<file path="src/rtl/alu_seq.sv">
// Handshaked execute-stage ALU with a registered result and valid/ready flow control.
// Define ALU_MUL_EN to add the iterative shift-add multiplier (code 10) and the BUSY state.
module alu_seq #(
    parameter int WIDTH   = 32,
    parameter int SHAMT_W = 5
) (
    input  logic               clk,
    input  logic               rst_n,
    input  logic               in_valid,
    output logic               in_ready,
    input  logic [3:0]         alu_func,
    input  logic [WIDTH-1:0]   alu_src1,
    input  logic [WIDTH-1:0]   alu_src2,
    input  logic [SHAMT_W-1:0] shamt,
    output logic               out_valid,
    input  logic               out_ready,
    output logic [WIDTH-1:0]   alu_result,
    output logic               alu_zero,
    output logic               alu_ovf
);

    typedef enum logic [1:0] {
        S_IDLE = 2'd0,
`ifdef ALU_MUL_EN
        S_BUSY = 2'd1,
`endif
        S_DONE = 2'd2
    } state_t;

    state_t             state_q, state_d;
    logic [WIDTH-1:0]   result_q, result_d;
    logic               zero_q, zero_d;
    logic               ovf_q, ovf_d;
    logic [WIDTH:0]     calc_s;
    logic               accept_s;

`ifdef ALU_MUL_EN
    logic [WIDTH-1:0]   mcand_q, mcand_d;
    logic [WIDTH-1:0]   mplier_q, mplier_d;
    logic [WIDTH-1:0]   acc_q, acc_d;
    logic [SHAMT_W-1:0] cnt_q, cnt_d;
    logic [WIDTH-1:0]   acc_nx_s;
`endif

    // Single-cycle operations; returns {ovf, result}. Illegal codes yield zero.
    function automatic logic [WIDTH:0] alu_calc(
        input logic [3:0]         func,
        input logic [WIDTH-1:0]   a,
        input logic [WIDTH-1:0]   b,
        input logic [SHAMT_W-1:0] sh
    );
        logic [WIDTH-1:0] r;
        logic             v;
        r = {WIDTH{1'b0}};
        v = 1'b0;
        case (func)
            4'd0: begin
                r = a + b;
                v = (a[WIDTH-1] == b[WIDTH-1]) && (r[WIDTH-1] != a[WIDTH-1]);
            end
            4'd1: begin
                r = a - b;
                v = (a[WIDTH-1] != b[WIDTH-1]) && (r[WIDTH-1] != a[WIDTH-1]);
            end
            4'd2:    r = b << sh;
            4'd3:    r = b >> sh;
            4'd4:    r = $signed(b) >>> sh;
            4'd5:    r = a & b;
            4'd6:    r = a | b;
            4'd7:    r = a ^ b;
            4'd8:    r = {{(WIDTH-1){1'b0}}, ($signed(a) < $signed(b))};
            4'd9:    r = {{(WIDTH-1){1'b0}}, (a < b)};
            default: begin
                r = {WIDTH{1'b0}};
                v = 1'b0;
            end
        endcase
        return {v, r};
    endfunction

    assign out_valid  = (state_q == S_DONE);
    assign alu_result = result_q;
    assign alu_zero   = zero_q;
    assign alu_ovf    = ovf_q;
    assign accept_s   = in_valid && in_ready;
    assign calc_s     = alu_calc(alu_func, alu_src1, alu_src2, shamt);

    always_comb begin
        case (state_q)
            S_IDLE:  in_ready = 1'b1;
            S_DONE:  in_ready = out_ready;
            default: in_ready = 1'b0;
        endcase
    end

    // Next state: new results are captured only at accept, or when the multiplier finishes.
    always_comb begin
        state_d  = state_q;
        result_d = result_q;
        zero_d   = zero_q;
        ovf_d    = ovf_q;
`ifdef ALU_MUL_EN
        mcand_d  = mcand_q;
        mplier_d = mplier_q;
        acc_d    = acc_q;
        cnt_d    = cnt_q;
        acc_nx_s = mplier_q[0] ? (acc_q + mcand_q) : acc_q;
`endif
        if (accept_s) begin
`ifdef ALU_MUL_EN
            if (alu_func == 4'd10) begin
                state_d  = S_BUSY;
                mcand_d  = alu_src1;
                mplier_d = alu_src2;
                acc_d    = {WIDTH{1'b0}};
                cnt_d    = {SHAMT_W{1'b0}};
            end else begin
                state_d  = S_DONE;
                result_d = calc_s[WIDTH-1:0];
                zero_d   = (calc_s[WIDTH-1:0] == {WIDTH{1'b0}});
                ovf_d    = calc_s[WIDTH];
            end
`else
            state_d  = S_DONE;
            result_d = calc_s[WIDTH-1:0];
            zero_d   = (calc_s[WIDTH-1:0] == {WIDTH{1'b0}});
            ovf_d    = calc_s[WIDTH];
`endif
        end else begin
            case (state_q)
                S_DONE: begin
                    if (out_ready) state_d = S_IDLE;
                    else           state_d = S_DONE;
                end
`ifdef ALU_MUL_EN
                S_BUSY: begin
                    acc_d    = acc_nx_s;
                    mcand_d  = mcand_q << 1;
                    mplier_d = mplier_q >> 1;
                    cnt_d    = cnt_q + {{(SHAMT_W-1){1'b0}}, 1'b1};
                    if (cnt_q == SHAMT_W'(WIDTH - 1)) begin
                        state_d  = S_DONE;
                        result_d = acc_nx_s;
                        zero_d   = (acc_nx_s == {WIDTH{1'b0}});
                        ovf_d    = 1'b0;
                    end else begin
                        state_d  = S_BUSY;
                    end
                end
`endif
                default: state_d = state_q;
            endcase
        end
    end

    // State and result registers; reset discards any operation in flight.
    always_ff @(posedge clk or negedge rst_n) begin
        if (!rst_n) begin
            state_q  <= S_IDLE;
            result_q <= {WIDTH{1'b0}};
            zero_q   <= 1'b0;
            ovf_q    <= 1'b0;
`ifdef ALU_MUL_EN
            mcand_q  <= {WIDTH{1'b0}};
            mplier_q <= {WIDTH{1'b0}};
            acc_q    <= {WIDTH{1'b0}};
            cnt_q    <= {SHAMT_W{1'b0}};
`endif
        end else begin
            state_q  <= state_d;
            result_q <= result_d;
            zero_q   <= zero_d;
            ovf_q    <= ovf_d;
`ifdef ALU_MUL_EN
            mcand_q  <= mcand_d;
            mplier_q <= mplier_d;
            acc_q    <= acc_d;
            cnt_q    <= cnt_d;
`endif
        end
    end

endmodule

</file>
<file path="config.mk">
export PLATFORM = sky130hd
export DESIGN_NAME = alu_seq
export DESIGN_NICKNAME = d
export VERILOG_FILES = /design/src/rtl/alu_seq.sv
export SDC_FILE = /design/constraint.sdc
export NUM_CORES = 1
export LEC_CHECK = 0
export ABC_AREA = 1
export CAP_MARGIN = 20
export CORE_MARGIN = 1.5
export CORE_UTILIZATION = 65
export CTS_BUF_LIST = sky130_fd_sc_hd__clkbuf_8 sky130_fd_sc_hd__clkbuf_16
export CTS_CLUSTER_SIZE = 8
export DETAILED_ROUTE_END_ITERATION = 16
export GPL_TIMING_DRIVEN = 0
export PLACE_DENSITY = 0.89
export SLEW_MARGIN = 10
export SYNTH_ARGS = -nofsm -noshare
export SYNTH_HDL_FRONTEND = slang
export SYNTH_SLANG_ARGS = --single-unit
</file>
<file path="constraint.sdc">
create_clock -name clk -period 3.4 [get_ports clk]
set_input_delay 0.34 -clock clk [delete_from_list [all_inputs] [get_ports clk]]
set_output_delay 0.34 -clock clk [all_outputs]
set_load 0.01 [all_outputs]
</file>
==> impl_metrics.tcl, run 1 <==
set metrics [dict create \
    cts.repair.resized 0 \
    error "[ERROR GRT-0116] Global routing finished with congestion. Check the congestion regions in the DRC Viewer." \
    cts_buffers 5 \
    dp_cells 2618 \
    grt-ovfl-total 2 \
    synth-seq-area-share 0.0766 \
    synth_nets 2461 \
    syn_inst 2285 \
    grt_usage 0.599 \
    grt_start_max_net_pins 36 \
    ys_seq_elements 35 \
    stop_stage "global routing (5_1_grt)" \
    postCtsSetupBuffers 0 \
    root_buffer "clkbuf_16" \
    clock-sinks 35 \
    ios 113 \
    grt_pass1_wl_mm 84.5 \
    start_util 0.663 \
    yosys_warnings 0 \
    h-tree-depth 2 \
    grt_pass1_vias 16500 \
    hold_buffers 0 \
    status "aborted with a tool error" \
    cts.path.max_buffers 2 \
    syn_avg_cell_area_sq_um 5.00 \
    gp_congestion 1.30 \
    die_h_um 136 \
    syn-cell-area_sq_um 11400 \
    num_rows 48 \
    synthDistinctLibCells 40 \
    hpwlAfterDp_mm 42.0 \
    die_w_um 136 \
    portBuffers 108 \
]
## per-stage QoR
stage,cell area [sq um],setup slack (ns)
floorplan,11400,1.11
global placement,12800,-0.223
detailed placement,12800,-0.277
CTS,12900,0.00294
## layer usage
| layer | overflow | track usage |
|---|---|---|
| met3 | 0 | 0.376 |
| met4 | 1 | 0.510 |
| met5 | 0 | 0.0528 |
| met2 | 1 | 0.821 |
| met1 | 0 | 0.634 |
## synth_stat cells
library cell / n / area share
nor2_1: 207 / 0.068
a22oi_1: 1 / 0.00066
xor2_1: 1 / 0.00077
clkbuf_1: 25 / 0.0082
dfrtp_1: 35 / 0.077
nor2_2: 5 / 0.0027
and3_1: 1 / 0.00055
fa_1: 2 / 0.0035
o21bai_1: 10 / 0.0066
o2111ai_1: 4 / 0.0031
ha_1: 97 / 0.11
a21oi_1: 81 / 0.035
a21oi_2: 1 / 0.00077
buf_4: 10 / 0.0066
inv_2: 8 / 0.0026
nor2_4: 2 / 0.0020
a31oi_1: 9 / 0.0049
o21ai_1: 10 / 0.0044
nand4_1: 19 / 0.010
a221oi_1: 2 / 0.0015
nand3b_1: 2 / 0.0013
o211ai_1: 11 / 0.0072
a211oi_1: 3 / 0.0020
o22ai_1: 19 / 0.010
buf_1: 5 / 0.0016
buf_6: 4 / 0.0039
nor4_1: 3 / 0.0016
a21boi_0: 1 / 0.00066
o221ai_1: 3 / 0.0023
nor3_1: 22 / 0.0096
clkbuf_2: 1 / 0.00044
nand2_1: 820 / 0.27
nand2_2: 2 / 0.0011
o21ai_0: 71 / 0.031
and2_1: 8 / 0.0044
nand3_1: 415 / 0.18
inv_4: 1 / 0.00055
nor3_2: 1 / 0.00088
inv_1: 313 / 0.10
buf_2: 50 / 0.022
## logic make-up after synthesis
family / count (synthesis) / share of synthesized area
AOI/OAI and AO/OA: 226 / 0.111
xor gates and xnor gates: 1 / 0.000766
adders and majority gates: 99 / 0.110
buffers and inverters: 417 / 0.149
DFF: 35 / 0.0766
and+or+nand+nor: 1507 / 0.553
==> run 2, diff against run 1 <==
--- a/config.mk
+++ b/config.mk
@@ -8,12 +8,10 @@
 export ABC_AREA = 1
 export CAP_MARGIN = 20
 export CORE_MARGIN = 1.5
-export CORE_UTILIZATION = 65
-export CTS_BUF_LIST = sky130_fd_sc_hd__clkbuf_8 sky130_fd_sc_hd__clkbuf_16
-export CTS_CLUSTER_SIZE = 8
+export CORE_UTILIZATION = 40
 export DETAILED_ROUTE_END_ITERATION = 16
 export GPL_TIMING_DRIVEN = 0
-export PLACE_DENSITY = 0.89
+export PLACE_DENSITY_LB_ADDON = 0.15
 export SLEW_MARGIN = 10
 export SYNTH_ARGS = -nofsm -noshare
 export SYNTH_HDL_FRONTEND = slang
==> run 2 against run 1 <==
Net effect:
- the flow now finishes without violations
- synthesized area stayed put
- synthesized cell count stayed put
==> impl_metrics.tcl, run 2 <==
set metrics [dict create \
    fin_crit_sh 0.975 \
    grt_pass1_vias 15000 \
    yosys_warnings 0 \
    fin_skew_ns 0.00403 \
    diodes 0 \
    hold-worst-slack_ns 0.144 \
    antenna_found_initial 0 \
    wl_mm 62.1 \
    hpwlAfterDp_mm 52.4 \
    num_vias 16000 \
    synth_nets 2461 \
    first_pass_iters 9 \
    synth_ff_type "dfrtp_1" \
    power.density_nw_per_um2 231 \
    h-tree-depth 2 \
    rsz0062_at_grt "no" \
    num_rows 61 \
    ios 113 \
    synth_top_area_cell "nand2_1" \
    area_growth_pct 17.1 \
    grt_pass1_wl_mm 90.2 \
    cts.path.max_buffers 2 \
    status "complete, no violations" \
    vdd_drop_max_v 0.000257 \
    synthDistinctLibCells 40 \
    nNetsFinal 2575 \
    finalCriticalPeriod_ns 3.31 \
    dr.first_iter.drc_count 2024 \
    layout_commonest_cell "nand2_1" \
    ys_seq_elements 35 \
    syn_inst 2285 \
    final_core_util 0.479 \
    clk_pin_slew_ns 0.06 \
    cts_buffers 5 \
    clock-sinks 35 \
    largest_reg_flops 32 \
    postCtsSetupBuffers 0 \
    clock.fmax_mhz 302 \
    clock_latency_ns 0.28 \
    synthTopCellsByArea "nand2_1 27%, nand3_1 18%, ha_1 11%" \
    die_h_um 172 \
    gp_congestion 1.08 \
    yosysMostFrequentCell "nand2_1" \
    grt_start_max_net_pins 36 \
    drc 0 \
    slew_headroom 0.435 \
    synth-seq-area-share 0.0766 \
    async_reset_ff_frac 1.00 \
    slowest_delay_ns 0.68 \
    crit_top_cell "nand2_1" \
    crit_fanout 10 \
    grt_usage 0.417 \
    die_area_sq_um 29600 \
    portBuffers 108 \
    viasPerCell 5.77 \
    p_leak_nw 7.68 \
    maxCapViolCount 0 \
    drtAntennaViolNets 0 \
    cp_cell_sequence "clkdlybuf4s50_1 > inv_2 > nor2_4 > buf_4 > nand3_1 > nand3_1 > nand2_1 > nand2_1 > nand3_1 > nor2_1 > nand2_1 > nor2_1 > nand2_1 > nor2_1 > nand3_1 > nand2_1" \
    syn-cell-area_sq_um 11400 \
    syn_avg_cell_area_sq_um 5.00 \
    crit_type "input port to register" \
    synthTopCellsByCount "820 x nand2_1, 415 x nand3_1, 313 x inv_1" \
    report.final.hold_viol_count 0 \
    drv_slew 0 \
    critPathCaptureType "register" \
    cp.arrival_ns 3.54 \
    synth_edf_count 0 \
    cts_tree "yes" \
    max_slew.worst_pin.slew_ns 0.847 \
    root_buffer "clkbuf_16" \
    core_area_sq_um 27900 \
    tns_ns 0 \
    post_drt_wl_per_cell_um 22.4 \
    netlist.area_leader.share 0.269 \
    setup_viol 0 \
    final_layout_size_suffix_gt1_frac 0.0609 \
    holdCritPathClass "input port to async pin" \
    cp-start-kind "input port" \
    grt-ovfl-total 0 \
    critPathRequiredTime_ns 3.62 \
    die_w_um 172 \
    layout_common_cells "816 x nand2_1, 405 x nand3_1, 312 x inv_1" \
    cp_slowest_cell "clkdlybuf4s50_1" \
    start_util 0.409 \
]
==> run 2: repair_timing <==
item | CTS | global route
hold buffers | 0 | 0
resized for setup | 19 | 74
pin swaps | 0 | 1
endpoints found under the setup margin | 1 | 2
==> run 2: final cells by class <==
class	count	area, sq um
flip-flops and latches	35	876
plain buffers	94	490
clock buffers	6	139
well taps	378	473
fillers	3209	14500
multi-input cells	1833	9060
repair buffers	108	1130
inverters	322	1210
clock inverters	1	5.00
==> run 2: logic make-up after synthesis <==
kind of cell    Yosys count  share of synthesized area
simple gates           1507                      0.553
buf+inv                 417                      0.149
compound gates          226                      0.111
fa+ha+maj                99                      0.110
flops                    35                     0.0766
xor+xnor                  1                   0.000766
==> run 2: worst paths after layout <==
| check | from | to | slack (ns) | cells after the start |
|---|---|---|---|---|
| hold / removal | rst_n | alu_result[31] | 0.14 | 1 |
| setup / recovery | shamt[3] | alu_zero | 0.09 | 16 |
| setup reg to reg | state_q[1] | alu_result[28] | 1.70 | 6 |
| hold reg to reg | alu_zero | alu_zero | 0.49 | 2 |
| max in group asynchronous | rst_n | alu_result[9] | 2.74 | 1 |
| min in group clk | alu_zero | alu_zero | 0.49 | 2 |
==> run 2: where the power goes <==
part           leakage, nW  switching, W  internal (W)  total [W]
clock network       0.0727      0.000178      0.000286   0.000464
logic                 7.15       0.00145      0.000668    0.00212
registers            0.454     0.0000362      0.000477   0.000513
==> run 2: metrics by stage <==
stage | power (W) | worst slack [ns] | instances | instance area (sq um)
after CTS | 0.00301 | 0.00897 | 2778 | 13200
after global routing | 0.00330 | 0.00402 | 2777 | 13400
after floorplan | 0.00171 | 1.11 | 2285 | 11400
final | 0.00310 | 0.0858 | 2777 | 13400
after global placement | 0.00252 | -0.509 | 2771 | 13000
after detailed placement | 0.00253 | -0.514 | 2771 | 13000
==> run 2: metal layers <==
layer / vias up / GRT usage / share of wire
met5: - / 0 / 0
met4: 0 / 0.290 / 0.084
met3: 237 / 0.0575 / 0.093
met2: 912 / 0.679 / 0.44
met1: 7350 / 0.507 / 0.39
li1: 7536 / - / -
==> run 2: worst max-delay path: cells and delay by family <==
family | cells | cell delay, ns
buffers and inverters | 3 | 1.18
and+or+nand+nor | 13 | 1.99
No activity file was read; power rests on OpenSTA's default activity.
==> run 3, diff against run 2 <==
--- a/config.mk
+++ b/config.mk
@@ -9,6 +9,7 @@
 export CAP_MARGIN = 20
 export CORE_MARGIN = 1.5
 export CORE_UTILIZATION = 40
+export CTS_CLUSTER_DIAMETER = 60
 export DETAILED_ROUTE_END_ITERATION = 16
 export GPL_TIMING_DRIVEN = 0
 export PLACE_DENSITY_LB_ADDON = 0.15
==> results of run 3 <==
The final DEF is identical to that of run 2; final timing and power are the same.
==> run 4, diff against run 3 <==
--- a/config.mk
+++ b/config.mk
@@ -5,7 +5,6 @@
 export SDC_FILE = /design/constraint.sdc
 export NUM_CORES = 1
 export LEC_CHECK = 0
-export ABC_AREA = 1
 export CAP_MARGIN = 20
 export CORE_MARGIN = 1.5
 export CORE_UTILIZATION = 40
==> constraint.sdc (replaced) <==
create_clock -name clk -period 2.93 [get_ports clk]
set_input_delay 0.293 -clock clk [delete_from_list [all_inputs] [get_ports clk]]
set_output_delay 0.293 -clock clk [all_outputs]
set_load 0.01 [all_outputs]
==> run 4 against run 3 <==
Net effect:
- combinational power rose by 67%
- via count fell by 4.5%
- sequential share of layout area fell by 1.4 points
- final area rose by 26%
- clock skew fell by 0.00089 ns
- count of clock-buffer cells in the layout did not move
- largest power group unchanged
- die area rose by 4.4%
- the run now ends with negative setup slack left
- clock power rose by 12%
- sequential power rose by 22%
==> impl_metrics.tcl, run 4 <==
set metrics [dict create \
    status "finished with violations" \
    violations "negative setup slack" \
    slew_headroom 0.230 \
    p_leak_nw 6.98 \
    grt_pass1_vias 14100 \
    async_reset_ff_frac 1.00 \
    ios 113 \
    timing.final.ws_setup_ns -1.12 \
    crit_type "input port to register" \
    fin_crit_sh 1.38 \
    synth_ff_type "dfrtp_1" \
    die_h_um 176 \
    post_dp_cell_area_sq_um 13800 \
    met2WireLength_mm 31.1 \
    area_growth_pct 41.3 \
    syn-cell-area_sq_um 11900 \
    drc 0 \
    grt_usage 0.433 \
    root_buffer "clkbuf_16" \
    clk_pin_slew_ns 0.05 \
    seq_area_sq_um 876 \
    first_pass_iters 6 \
    vdd_drop_max_v 0.000249 \
    grt_pass1_wl_mm 97.7 \
    portBuffers 109 \
    rsz0062_at_grt "yes" \
    holdCritPathClass "input port to async pin" \
    clock.fmax_mhz 247 \
    largest_reg_flops 32 \
    multi_input_area_sq_um 11600 \
    report.final.hold_viol_count 0 \
    netlist.area_leader.share 0.102 \
    reg2reg_slack_ns -0.65 \
    gp_congestion 1.14 \
    viasPerCell 6.92 \
    die_w_um 176 \
    drtAntennaViolNets 0 \
    grt-ovfl-total 0 \
    crit_fanout 10 \
    finalPower_w 0.00469 \
    setup_viol 17 \
    cp.arrival_ns 4.24 \
    rr_worst_depth 13 \
    num_vias 15300 \
    drv_slew 0 \
    nNetsFinal 1998 \
    cts_tree "yes" \
    syn_avg_cell_area_sq_um 7.50 \
    syn_inst 1593 \
    antenna_found_initial 1 \
    design_area_sq_um 16900 \
    synthDistinctLibCells 101 \
    ys_seq_elements 35 \
    synth_edf_count 0 \
    synth-seq-area-share 0.0733 \
    cp-start-kind "input port" \
    synth_nets 1769 \
    clock_latency_ns 0.29 \
    synth_top_area_cell "ha_1" \
    cts_buffers 5 \
    yosys_warnings 0 \
    wl_mm 70.1 \
    max_slew.worst_pin.slew_ns 1.15 \
    cp_num_buf_inv 2 \
    cp_cell_sequence "clkdlybuf4s50_1 > clkbuf_4 > mux2i_2 > mux2i_2 > nand2_1 > a31oi_2 > a31oi_1 > o211ai_1 > nor4_2 > nand4_1 > nor4_2 > nand4_1 > or4_4 > o41ai_2" \
    clock-sinks 35 \
    synthTopCellsByArea "ha_1 10%, mux2i_1 8.5%, mux4_2 7.9%" \
    finalCriticalPeriod_ns 4.05 \
    layout_common_cells "139 x nand2_1, 133 x buf_4, 122 x nor2_1" \
    h-tree-depth 2 \
    layout_commonest_cell "nand2_1" \
    maxCapViolCount 0 \
    final_layout_size_suffix_gt1_frac 0.355 \
    synthTopCellsByCount "146 x nand2_1, 145 x nor2_1, 123 x a21oi_1" \
    r2r-end "alu_zero" \
    dr.first_iter.drc_count 1871 \
    die_area_sq_um 30900 \
    critPathRequiredTime_ns 3.12 \
    power.density_nw_per_um2 278 \
    core_area_sq_um 29500 \
    cp_slowest_cell "or4_4" \
    tns_ns -4.06 \
    critPathCaptureType "register" \
    wl_met1_mm 26.6 \
    fillers 2833 \
    num_rows 63 \
    start_util 0.405 \
    grt_start_max_net_pins 36 \
    reg2reg_from "state_q[1]" \
    hold-worst-slack_ns 0.0746 \
    hpwlAfterDp_mm 54.3 \
    fin_skew_ns 0.00314 \
    highest_layer "met4" \
    post_drt_wl_per_cell_um 31.7 \
    yosysMostFrequentCell "nand2_1" \
    dp_cells 2093 \
    fin_cells 2213 \
    routed-wl-met3_mm 7.13 \
    cp_top_family "simple AND/OR/NAND/NOR gates" \
    cts.path.max_buffers 2 \
    slowest_delay_ns 0.56 \
]
==> run 4: cell types whose count changed after synthesis, moves of 22 or more <==
cell | previous run | this run
a211oi_1 | 3 | 30
a21oi_1 | 81 | 123
clkbuf_1 | 25 | 74
inv_1 | 313 | 96
mux2_2 | 0 | 41
mux2i_1 | 0 | 102
mux4_2 | 0 | 42
nand2_1 | 820 | 146
nand3_1 | 415 | 32
nor2_1 | 207 | 145
o31ai_1 | 0 | 22
==> run 4: worst max path at each step <==
stage                             from        to  slack [ns]  depth (start not counted)
final                     alu_src2[30]  alu_zero       -1.12                         14
after global placement    alu_src2[12]  alu_zero       -2.91                         16
after CTS                  alu_func[3]  alu_zero       -1.28                         15
after floorplan           alu_src2[11]  alu_zero       -0.67                         16
after global routing      alu_src2[30]  alu_zero       -1.20                         14
after detailed placement  alu_src2[12]  alu_zero       -2.91                         16
==> run 4: per-stage QoR <==
| stage | setup slack, ns | utilization |
|---|---|---|
| 2_1_floorplan | -0.665 | - |
| 3_3_place_gp | -2.91 | 0.467 |
| 3_5_place_dp | -2.91 | 0.467 |
| 4_1_cts | -1.28 | 0.517 |
| 5_1_grt | -1.20 | 0.573 |
| 6_report | -1.12 | 0.573 |
==> run 4: power breakdown <==
group	switching [W]	internal, W
Sequential	0.0000465	0.000580
Combinational	0.00205	0.00150
Clock	0.000190	0.000331
Total	0.00229	0.00241
==> run 4: what timing repair did <==
action	in CTS	in global routing
gates resized for setup	408	373
buffers inserted	46	75
cloned	0	1
endpoints found under the setup margin	34	33
pin swaps	43	79
hold buffers	0	0
==> run 4: logic make-up after synthesis <==
| logic type | Yosys count | share of synthesized area |
|---|---|---|
| buffers and inverters | 244 | 0.0952 |
| AOI/OAI and AO/OA | 546 | 0.320 |
| and+or+nand+nor | 467 | 0.183 |
| xor gates and xnor gates | 8 | 0.00587 |
| muxes | 194 | 0.218 |
| adders and majority gates | 99 | 0.105 |
| DFF | 35 | 0.0733 |
==> run 4: layer usage <==
layer | track usage | up-vias
li1 | - | 6468
met5 | 0 | -
met1 | 0.550 | 7389
met2 | 0.697 | 1165
met3 | 0.0628 | 293
met4 | 0.251 | 0
==> run 4: final cells by class <==
type,instances,area share
plain buffers,134,0.0744
multi-input cells,1314,0.685
clock buffers,6,0.00823
inverters,101,0.0263
well taps,390,0.0289
flip-flops and latches,35,0.0519
repair buffers,231,0.125
clock inverters,1,0.000296
diodes,1,0.000148
